<file path="config.mk">
export PLATFORM = sky130hd
export DESIGN_NAME = pid_pwm_out
export DESIGN_NICKNAME = d
export VERILOG_FILES = /design/src/rtl/pid_pwm_out.sv
export SDC_FILE = /design/constraint.sdc
export NUM_CORES = 1
export LEC_CHECK = 0
export ABC_AREA = 1
export CAP_MARGIN = 20
export CORE_MARGIN = 1.5
export CORE_UTILIZATION = 57
export CTS_CLUSTER_SIZE = 8
export DETAILED_ROUTE_END_ITERATION = 8
export PLACE_DENSITY = 0.87
export SYNTH_ARGS = -nofsm -noshare
export SYNTH_HDL_FRONTEND = slang
export SYNTH_SLANG_ARGS = --single-unit
</file>
<file path="constraint.sdc">
create_clock -name clk -period 3.7 [get_ports clk]
set_clock_uncertainty 0.2 [all_clocks]
set_input_delay 0.74 -clock clk [delete_from_list [all_inputs] [get_ports clk]]
set_output_delay 0.74 -clock clk [all_outputs]
set_load 0.02 [all_outputs]
</file>
<file path="src/rtl/pid_pwm_out.sv">
// PWM output stage for a PID loop: latches |uk0| once per period, clamps it and drives a registered PWM/dir pair.
// Optional reversal dead time is compiled in with the macro PID_PWM_DEADTIME_EN.
module pid_pwm_out #(
    parameter int PERIOD   = 1000,
    parameter int DUTY_MAX = 1000,
    parameter int DEAD_CYC = 16
) (
    input  logic        clk,
    input  logic        rst,
    input  logic        en,
    input  logic [14:0] uk0,
    output logic        pwm,
    output logic        dir,
    output logic        sat,
    output logic        period_start
);

`ifdef PID_PWM_DEADTIME_EN
    typedef enum logic [1:0] {IDLE = 2'd0, RUN = 2'd1, DEAD = 2'd2} state_t;
    localparam logic [15:0] DEAD_LAST = 16'(DEAD_CYC);
`else
    typedef enum logic [1:0] {IDLE = 2'd0, RUN = 2'd1} state_t;
`endif

    localparam logic [15:0] CNT_LAST = 16'(PERIOD - 1);
    localparam logic [15:0] DUTY_LIM = 16'(DUTY_MAX);

    state_t      state_q, state_d;
    logic [15:0] cnt_q, cnt_d;
    logic [15:0] duty_q, duty_d;
    logic        dir_q, dir_d;
    logic        sat_q, sat_d;
    logic        pwm_q, pwm_d;
    logic        ps_q, ps_d;

    logic [15:0] uk0_ext;
    logic [15:0] mag;
    logic        load;

    // Two's-complement magnitude in 16 bits so that -16384 maps to +16384.
    always_comb begin
        uk0_ext = {uk0[14], uk0};
        mag     = uk0[14] ? (~uk0_ext + 16'd1) : uk0_ext;
    end

    always_comb begin
        state_d = state_q;
        cnt_d   = cnt_q;
        duty_d  = duty_q;
        dir_d   = dir_q;
        sat_d   = sat_q;
        load    = 1'b0;

        case (state_q)
            IDLE: begin
                cnt_d = 16'd0;
                if (en) begin
                    load = 1'b1;
                end
            end
            default: begin
                if (!en) begin
                    state_d = IDLE;
                    cnt_d   = 16'd0;
                end else if (cnt_q == CNT_LAST) begin
                    load  = 1'b1;
                    cnt_d = 16'd0;
                end else begin
                    cnt_d = cnt_q + 16'd1;
`ifdef PID_PWM_DEADTIME_EN
                    if (state_q == DEAD && cnt_d == DEAD_LAST) begin
                        state_d = RUN;
                    end
`endif
                end
            end
        endcase

        // uk0 is only ever sampled on the edge that starts a new period.
        if (load) begin
            duty_d  = (mag > DUTY_LIM) ? DUTY_LIM : mag;
            sat_d   = (mag > DUTY_LIM);
            dir_d   = uk0[14];
            state_d = RUN;
`ifdef PID_PWM_DEADTIME_EN
            if (uk0[14] != dir_q && duty_q != 16'd0) begin
                state_d = DEAD;
            end
`endif
        end

        // Outputs are precomputed from next state so they leave the chip straight from flops.
        pwm_d = (state_d == RUN) && (cnt_d < duty_d);
        ps_d  = (state_d != IDLE) && (cnt_d == 16'd0);
    end

    always_ff @(posedge clk) begin
        if (rst) begin
            state_q <= IDLE;
            cnt_q   <= 16'd0;
            duty_q  <= 16'd0;
            dir_q   <= 1'b0;
            sat_q   <= 1'b0;
            pwm_q   <= 1'b0;
            ps_q    <= 1'b0;
        end else begin
            state_q <= state_d;
            cnt_q   <= cnt_d;
            duty_q  <= duty_d;
            dir_q   <= dir_d;
            sat_q   <= sat_d;
            pwm_q   <= pwm_d;
            ps_q    <= ps_d;
        end
    end

    assign pwm          = pwm_q;
    assign dir          = dir_q;
    assign sat          = sat_q;
    assign period_start = ps_q;

endmodule

</file>
# After elaboration in Yosys (flattened, before gate mapping)
# Cells that the tools add are included.
# word_totals
register_bits,38
input_bits,18
out_inout_bits,4
# classes
reduce_logical,5
order_cmp,2
mux,13
addsub,2
eq_ne,2
bitwise,1
# ops
op,count
$mux W16,6
$add A16 B1 Y16 const B,2
$eq A16 B10 Y1 const B,1
$gt A16 B10 Y1 const B,1
$logic_not A16 Y1,1
$lt A16 B16 Y1,1
$not A16 Y16,1
$mux W2,3
$mux W1,4
$eq A2 B1 Y1 const B,1
$logic_and A1 B1 Y1,2
$logic_not A2 Y1,1
$reduce_bool A2 Y1,1

# Depth between registers and ports, before layout
# Gate-level depths: netlist of run 1.
# depth
ltp_word,8
ltp_mapped,23
mapped_depth_nobuf,23

# Worst setup path before layout of run 1
# OpenSTA, ideal clock, no wires.
# synth_path
path_type,input to register
from,input uk0[0]
to,register pwm_q (netlist: pwm)
arrival_ps,2935
path_stages,18
path_slack_ps,495
setup_time_ps,70
path_buffers,0
path_cell_list,inv_1 -> ha_1 -> nand2_1 -> nor2_2 -> nand2_1 -> nand3_1 -> nand2_1 -> nor2_1 -> nand3_1 -> nor2_1 -> nand2_1 -> o22ai_1 -> ha_1 -> a21oi_1 -> o21ai_0 -> a221oi_1 -> o2111ai_1 -> a21oi_1
# synth_between
elab_chain_len,8
# synth_rtl
element,line_no,text
from (decl),11,"input logic [14:0] uk0,"
$not A16 Y16,43,mag = uk0[14] ? (~uk0_ext + 16'd1) : uk0_ext;
$add A16 B1 Y16,43,
$mux W16 (*),43,
$gt A16 B10 Y1,81,duty_d = (mag > DUTY_LIM) ? DUTY_LIM : mag;
$mux W16 (*),81,
$mux W16 (*),80,if (load) begin
$lt A16 B16 Y1 (*),93,pwm_d = (state_d == RUN) && (cnt_d < duty_d);
$logic_and A1 B1 Y1 (*),93,
to (signal assigned),112,pwm_q <= pwm_d;
to (decl),33,"logic pwm_q, pwm_d;"
# Every way passes the cells marked *; elsewhere a longest branch is shown, timed or not.
# A chain may end at the register's enable or synchronous reset.

# Worst setup path after layout of run 1
# layout_path
from,input uk0[6]
to,register pwm_q (netlist: pwm)
# The elaborated chain is that of the path after synthesis.

==> results of run 1 <==
cells in the final DEF (no fill, tap or decap), drive strengths merged, types with 2 or more instances in the layout:
| master | synthesis | layout |
|---|---|---|
| clkbuf | 5 | 8 |
| a21oi | 8 | 8 |
| nor2 | 70 | 70 |
| o21bai | 2 | 2 |
| or2 | 2 | 2 |
| nand3 | 33 | 33 |
| nor3 | 8 | 8 |
| dfxtp | 38 | 38 |
| buf | 4 | 11 |
| a22oi | 2 | 2 |
| nor4 | 2 | 2 |
| inv | 65 | 65 |
| o21ai | 7 | 7 |
| ha | 17 | 17 |
| a211oi | 2 | 2 |
| nand2 | 87 | 87 |
| nand4 | 6 | 6 |
| clkdlybuf4s50 | 0 | 15 |
| o22ai | 7 | 7 |
| xor2 | 4 | 4 |
| dlymetal6s2s | 0 | 6 |
flip-flops by register name (all words and copies together) (netlist names):
register,count
cnt_q,16
duty_q,16
state_q,2
dir,1
period_start,1
pwm,1
sat,1
report_power, final:
| group | internal, mW | switching (mW) | leakage, nW |
|---|---|---|---|
| Clock | 0.188 | 0.147 | 0.0575 |
| Sequential | 0.419 | 0.00425 | 0.309 |
| Combinational | 0.0621 | 0.0844 | 1.16 |
worst max-delay path by stage:
stage / from / to / cells after the start
detailed placement: uk0[0] / pwm / 19
finish: uk0[6] / pwm / 18
global placement: uk0[0] / pwm / 19
floorplan: uk0[0] / pwm / 18
global route: uk0[6] / pwm / 18
CTS: uk0[0] / pwm / 19
repair_timing:
action | 4_1_cts | 5_1_grt
endpoints found under the setup margin | 0 | 1
gates resized for setup | 0 | 32
setup buffers | 0 | 2
worst min-delay path: stages (launching register included):
cell,delay [ns]
dfxtp_1,0.31
nand2_1,0.08
nor2_1,0.04
final cells by class:
cell class / count / area share
Multi-Input combinational cell: 261 / 0.494
Sequential cell: 38 / 0.258
Tap cell: 50 / 0.0212
Timing Repair Buffer: 32 / 0.106
Inverter: 65 / 0.0829
Clock buffer: 8 / 0.0374
cells by family (layout without fill, tap and decap cells):
| kind of cell | count (synthesis) | after routing | synth area share |
|---|---|---|---|
| simple gates | 208 | 208 | 0.381 |
| buf+inv | 74 | 105 | 0.116 |
| flops | 38 | 38 | 0.314 |
| compound gates | 32 | 32 | 0.0863 |
| fa+ha+maj | 17 | 17 | 0.0879 |
| xor+xnor | 4 | 4 | 0.0145 |
stage by stage:
stage,cell area (um2),power [mW],hold slack [ns],setup TNS (ns),utilization
floorplan,2420,0.512,0.230,0,-
CTS,2830,0.898,0.264,0,0.703
global placement,2720,0.563,0.243,-0.0565,0.676
detailed placement,2720,0.567,0.253,-0.116,0.676
finish,2940,0.905,0.264,0,0.731
global route,2940,0.947,0.284,-0.00845,0.731
per-layer routing:
| metal | GRT usage | wire length [um] | up-vias | part of all wire |
|---|---|---|---|---|
| met5 | 0 | 0 | - | 0 |
| met3 | 0.0691 | 173 | 13 | 0.030 |
| met1 | 0.323 | 2610 | 1098 | 0.45 |
| li1 | - | - | 1242 | - |
| met4 | 0.0950 | 152 | 0 | 0.026 |
| met2 | 0.448 | 2860 | 53 | 0.49 |
==> metrics, run 1 <==
status finished, final reports clean; Yosys top cell by area dfxtp_1; clk slew on worst S/H paths 0.07 ns; Slew HR 0.751; most common cell in the netlist nand2_1; DR DRC count 0; core area ~0.004 mm2; Fmax 0.287 GHz; gate count after technology mapping between 300 and 400; fillers 331; Worst Reg-to-Reg Cells 15; detailed placement HPWL between 4 and 5 mm; crit path launch type primary input; Finished Layout Cells approximately 450; multi-input logic area 0.00146 mm2; Crit path max-delay family simple AND/OR/NAND/NOR gates; All-Layer GR Usage 0.265; synth unique cells 35; Critical R2R Capture pwm; slack of the critical path roughly 0.21 ns; count of clock tree sinks 38; Via density about 5.3; Max Fanout on Critical Path 5; Worst Path Class, Setup in -> reg; Max stage delay on crit path ~0.45 ns; Post-Synthesis Cell Area 0.00242 mm2; Starting Density 0.601; Yosys warnings 0; Via Count between 2000 and 2500; CTS Root Cell clkbuf_8; buffers added on ports 21; grt ovf 0; DIE AREA 0.00465 mm2; Placer Congestion just over 0.8; first-pass GRT wire length about 9.2 mm; Final period util 0.942; critical path endpoint category flip-flop; Most used DFF post-synth dfxtp_1; Seq cells post-synth 38; die width 68.2 um; dominant cells by area after synthesis dfxtp_1, nand2_1, nor2_1, inv_1, ha_1; DP Worst Slack -0.116 ns; Max VDD drop 0.000243 V; post-synthesis net count a little over 400; Core Rows 23; Max Transition Viols Final 0; initial antenna violation count 0; CTS tree yes; power density cells a little over 300 mW/mm2; Post-synth ARST share 0; wire per inst roughly 13 um; WHS Endpoint duty_q[13]; CP Cell Sequence clkdlybuf4s50_1 -> nor2_1 -> nand2_1 -> nor2_4 -> nand3_2 -> nand2_1 -> nand2_1 -> nand2_1 -> nand3_1 -> nor2_1 -> nand2_1 -> o22ai_2 -> ha_4 -> a21oi_2 -> o21ai_0 -> a221oi_1 -> o2111ai_1 -> a21oi_1; register area share after synthesis 0.314; worst r2r src cnt_q[0]; H-tree Lvls 2; share of the synthesized area in the top cell type 0.314; R2R setup slack about 0.48 ns; Maximum Capacitance Violations 0; Sequential Area around 760 um2; hold path depth 2; dpl cells roughly 440; IO Count 22; CP Data Required Time between 3 and 4 ns; CP dominant cell by count nand2_1; Tmin final between 3 and 4 ns; Final setup viols 0; vias in the first global route roughly 2100; CP Buf/Inv Count 1; die height slightly below 70 um; slowest stage cell, crit path clkdlybuf4s50_1; worst-margin pin slew ~0.37 ns; clk buf depth 2; DR iter-0 viols 136; Hold Vio Cnt, Final 0; worst hold path class reg -> reg; layout cells sized above 1 0.176; largest net degree at the start of global routing 36; syn_area_per_cell 6.49 um2; Num CTS Buffers 5; CP arrival about 3.5 ns; leakage power total around 1.5 nW; ANT cells 0; Nets between 400 and 500; CTS Hold Bufs 0; top post-synthesis cells by count nand2_1, nor2_1, inv_1; clk_lat worst skew 0.30 ns; Area Growth Syn to Fin 21.6%; hold path start duty_q[13]; Post-synth EDFFs 0; final WL 5.80 mm; DR pass1 iterations 4; Routed Antenna Nets 0
No activity file was read; power rests on OpenSTA's default activity.
==> inputs of run 2 (changes only) <==
Settings changed: SKIP_CTS_REPAIR_TIMING set to 1.
==> results of run 2 <==
No change in the layout: final DEF, timing and power equal those of run 1.
==> inputs of run 3 (changes only) <==
Settings changed: ABC_CLOCK_PERIOD_IN_PS set to 3700, CORE_ASPECT_RATIO set to 0.5.
==> metrics, run 3 (synthesized netlist as in run 1, its figures left out) <==
CTS tree yes; Routed Antenna Nets 0; die height approximately 50 um; CP arrival about 3.6 ns; status finished, final reports clean; initial antenna violation count 0; vias in the first global route about 2100; clk buf depth 2; Via Count between 2000 and 2500; All-Layer GR Usage 0.249; CP Buf/Inv Count 4; core area ~0.004 mm2; count of clock tree sinks 38; largest registers cnt_q (16), duty_q (16), state_q (2); Starting Density 0.608; Crit path max-delay family compound AO/OA/AOI/OAI gates; Seq pwr share 0.506; dpl cells 450; Fmax 0.281 GHz; Post-DP Area about 0.0027 mm2; Gate power share 0.174; most common cell after layout, fill and taps aside nand2_1; DR DRC count 0; Max Transition Viols Final 0; crit path launch type primary input; largest net degree at the start of global routing 37; slowest stage cell, crit path clkdlybuf4s50_1; DR iter-0 viols around 160; fillers roughly 280; Tmin final between 3 and 4 ns; CTS Root Cell clkbuf_8; grt ovf 0; CP Data Required Time between 3 and 4 ns; Hold Vio Cnt, Final 0; leakage power total approximately 1.5 nW; post-layout util 0.722; most frequent cells in the layout nand2_1, nor2_1, inv_1; Final period util 0.962; Sw Ratio 0.269; clk slew on worst S/H paths 0.07 ns; final WL around 5.6 mm; Maximum Capacitance Violations 0; DR pass1 iterations 4; worst hold path class reg -> reg; ANT cells 0; Clk pwr share 0.320; Slew HR 0.720; DIE AREA 0.00467 mm2; detailed placement HPWL about 4.2 mm; H-tree Lvls 2; P_sw about 0.23 mW; Placer Congestion between 0.9 and 1; Core Rows 16; power density cells 291 mW/mm2; Worst Path Class, Setup in -> reg; first-pass GRT wire length between 9 and 10 mm; Num CTS Buffers 5; Hold WS roughly 0.26 ns; Nets roughly 440; Max VDD drop 0.000156 V; Area Growth Syn to Fin 18.9%; die width approximately 95 um; Max stage delay on crit path 0.48 ns; CP Cell Sequence clkdlybuf4s50_1 -> inv_1 -> ha_1 -> inv_1 -> nand2_1 -> xor2_1 -> nand2_1 -> nand2_1 -> nand2_1 -> nand3_1 -> nor2_2 -> nor2_1 -> nand2_1 -> buf_6 -> o22ai_1 -> ha_1 -> a21oi_1 -> o21ai_0 -> a221oi_2 -> o2111ai_1 -> a21oi_1; Max Fanout on Critical Path 7; worst-margin pin slew around 0.42 ns; wire per inst around 12 um; Final setup viols 0; Via density about 5.3; CP dominant cell by count nand2_1; critical path endpoint category flip-flop; Internal Power 0.613 mW; layout cells sized above 1 0.136; clk_lat worst skew roughly 0.29 ns; Final Cell Area 0.00288 mm2; buffers added on ports 21; Finished Layout Cells around 460; IO Count 22
[run 3: cell types whose count changed in the layout (fill, tap and decap cells not counted), moves of 4 or more]
| cell | delta |
|---|---|
| nor2_1 | +5 |
| dlymetal6s2s_1 | -6 |
| nor2_2 | -4 |
| clkdlybuf4s50_1 | +6 |
| nand2_2 | -5 |
| nand2_1 | +5 |
[run 3: area by class of cell]
cell class	count	area, um2	share of cell area
flip-flops and latches	38	761	0.264
clock buffers	7	76.3	0.0265
well taps	54	67.6	0.0235
repair buffers	32	297	0.103
multi-input cells	261	1430	0.498
inverters	65	244	0.0848
[run 3: tightest hold or removal path, stage by stage, from the launching register on]
cell,delay (ns)
dfxtp_1,0.30
nand2_1,0.08
nor2_1,0.04
[run 3: power groups by stage]
stage / Clock, mW / Sequential, mW / Combinational (mW)
floorplan: 0 / 0.435 / 0.0770
global placement: 0 / 0.432 / 0.130
detailed placement: 0 / 0.432 / 0.135
CTS: 0.267 / 0.423 / 0.136
global route: 0.289 / 0.424 / 0.161
finish: 0.268 / 0.424 / 0.146
[run 3: metrics by stage]
step	TNS [ns]	power [mW]	setup WS (ns)
3_3_place_gp	0	0.562	0.0383
6_report	0	0.838	0.139
2_1_floorplan	0	0.512	0.495
3_5_place_dp	-0.113	0.567	-0.113
5_1_grt	-0.0207	0.874	-0.0207
4_1_cts	0	0.826	0.0978
[run 3: layer usage]
metal  vias to the layer above  global-route usage  share of wire
li1                       1243                   -              -
met1                      1093               0.315           0.45
met2                        64               0.418           0.49
met3                         9              0.0623          0.047
met4                         0              0.0746          0.016
met5                         -                   0              0
[run 3: worst paths after layout]
kind,from,to,slack [ns],depth (start not counted)
hold / removal,duty_q[11],duty_q[11],0.26,2
hold reg to reg,duty_q[11],duty_q[11],0.26,2
setup / recovery,uk0[0],pwm,0.14,21
setup reg to reg,cnt_q[0],pwm,0.48,15
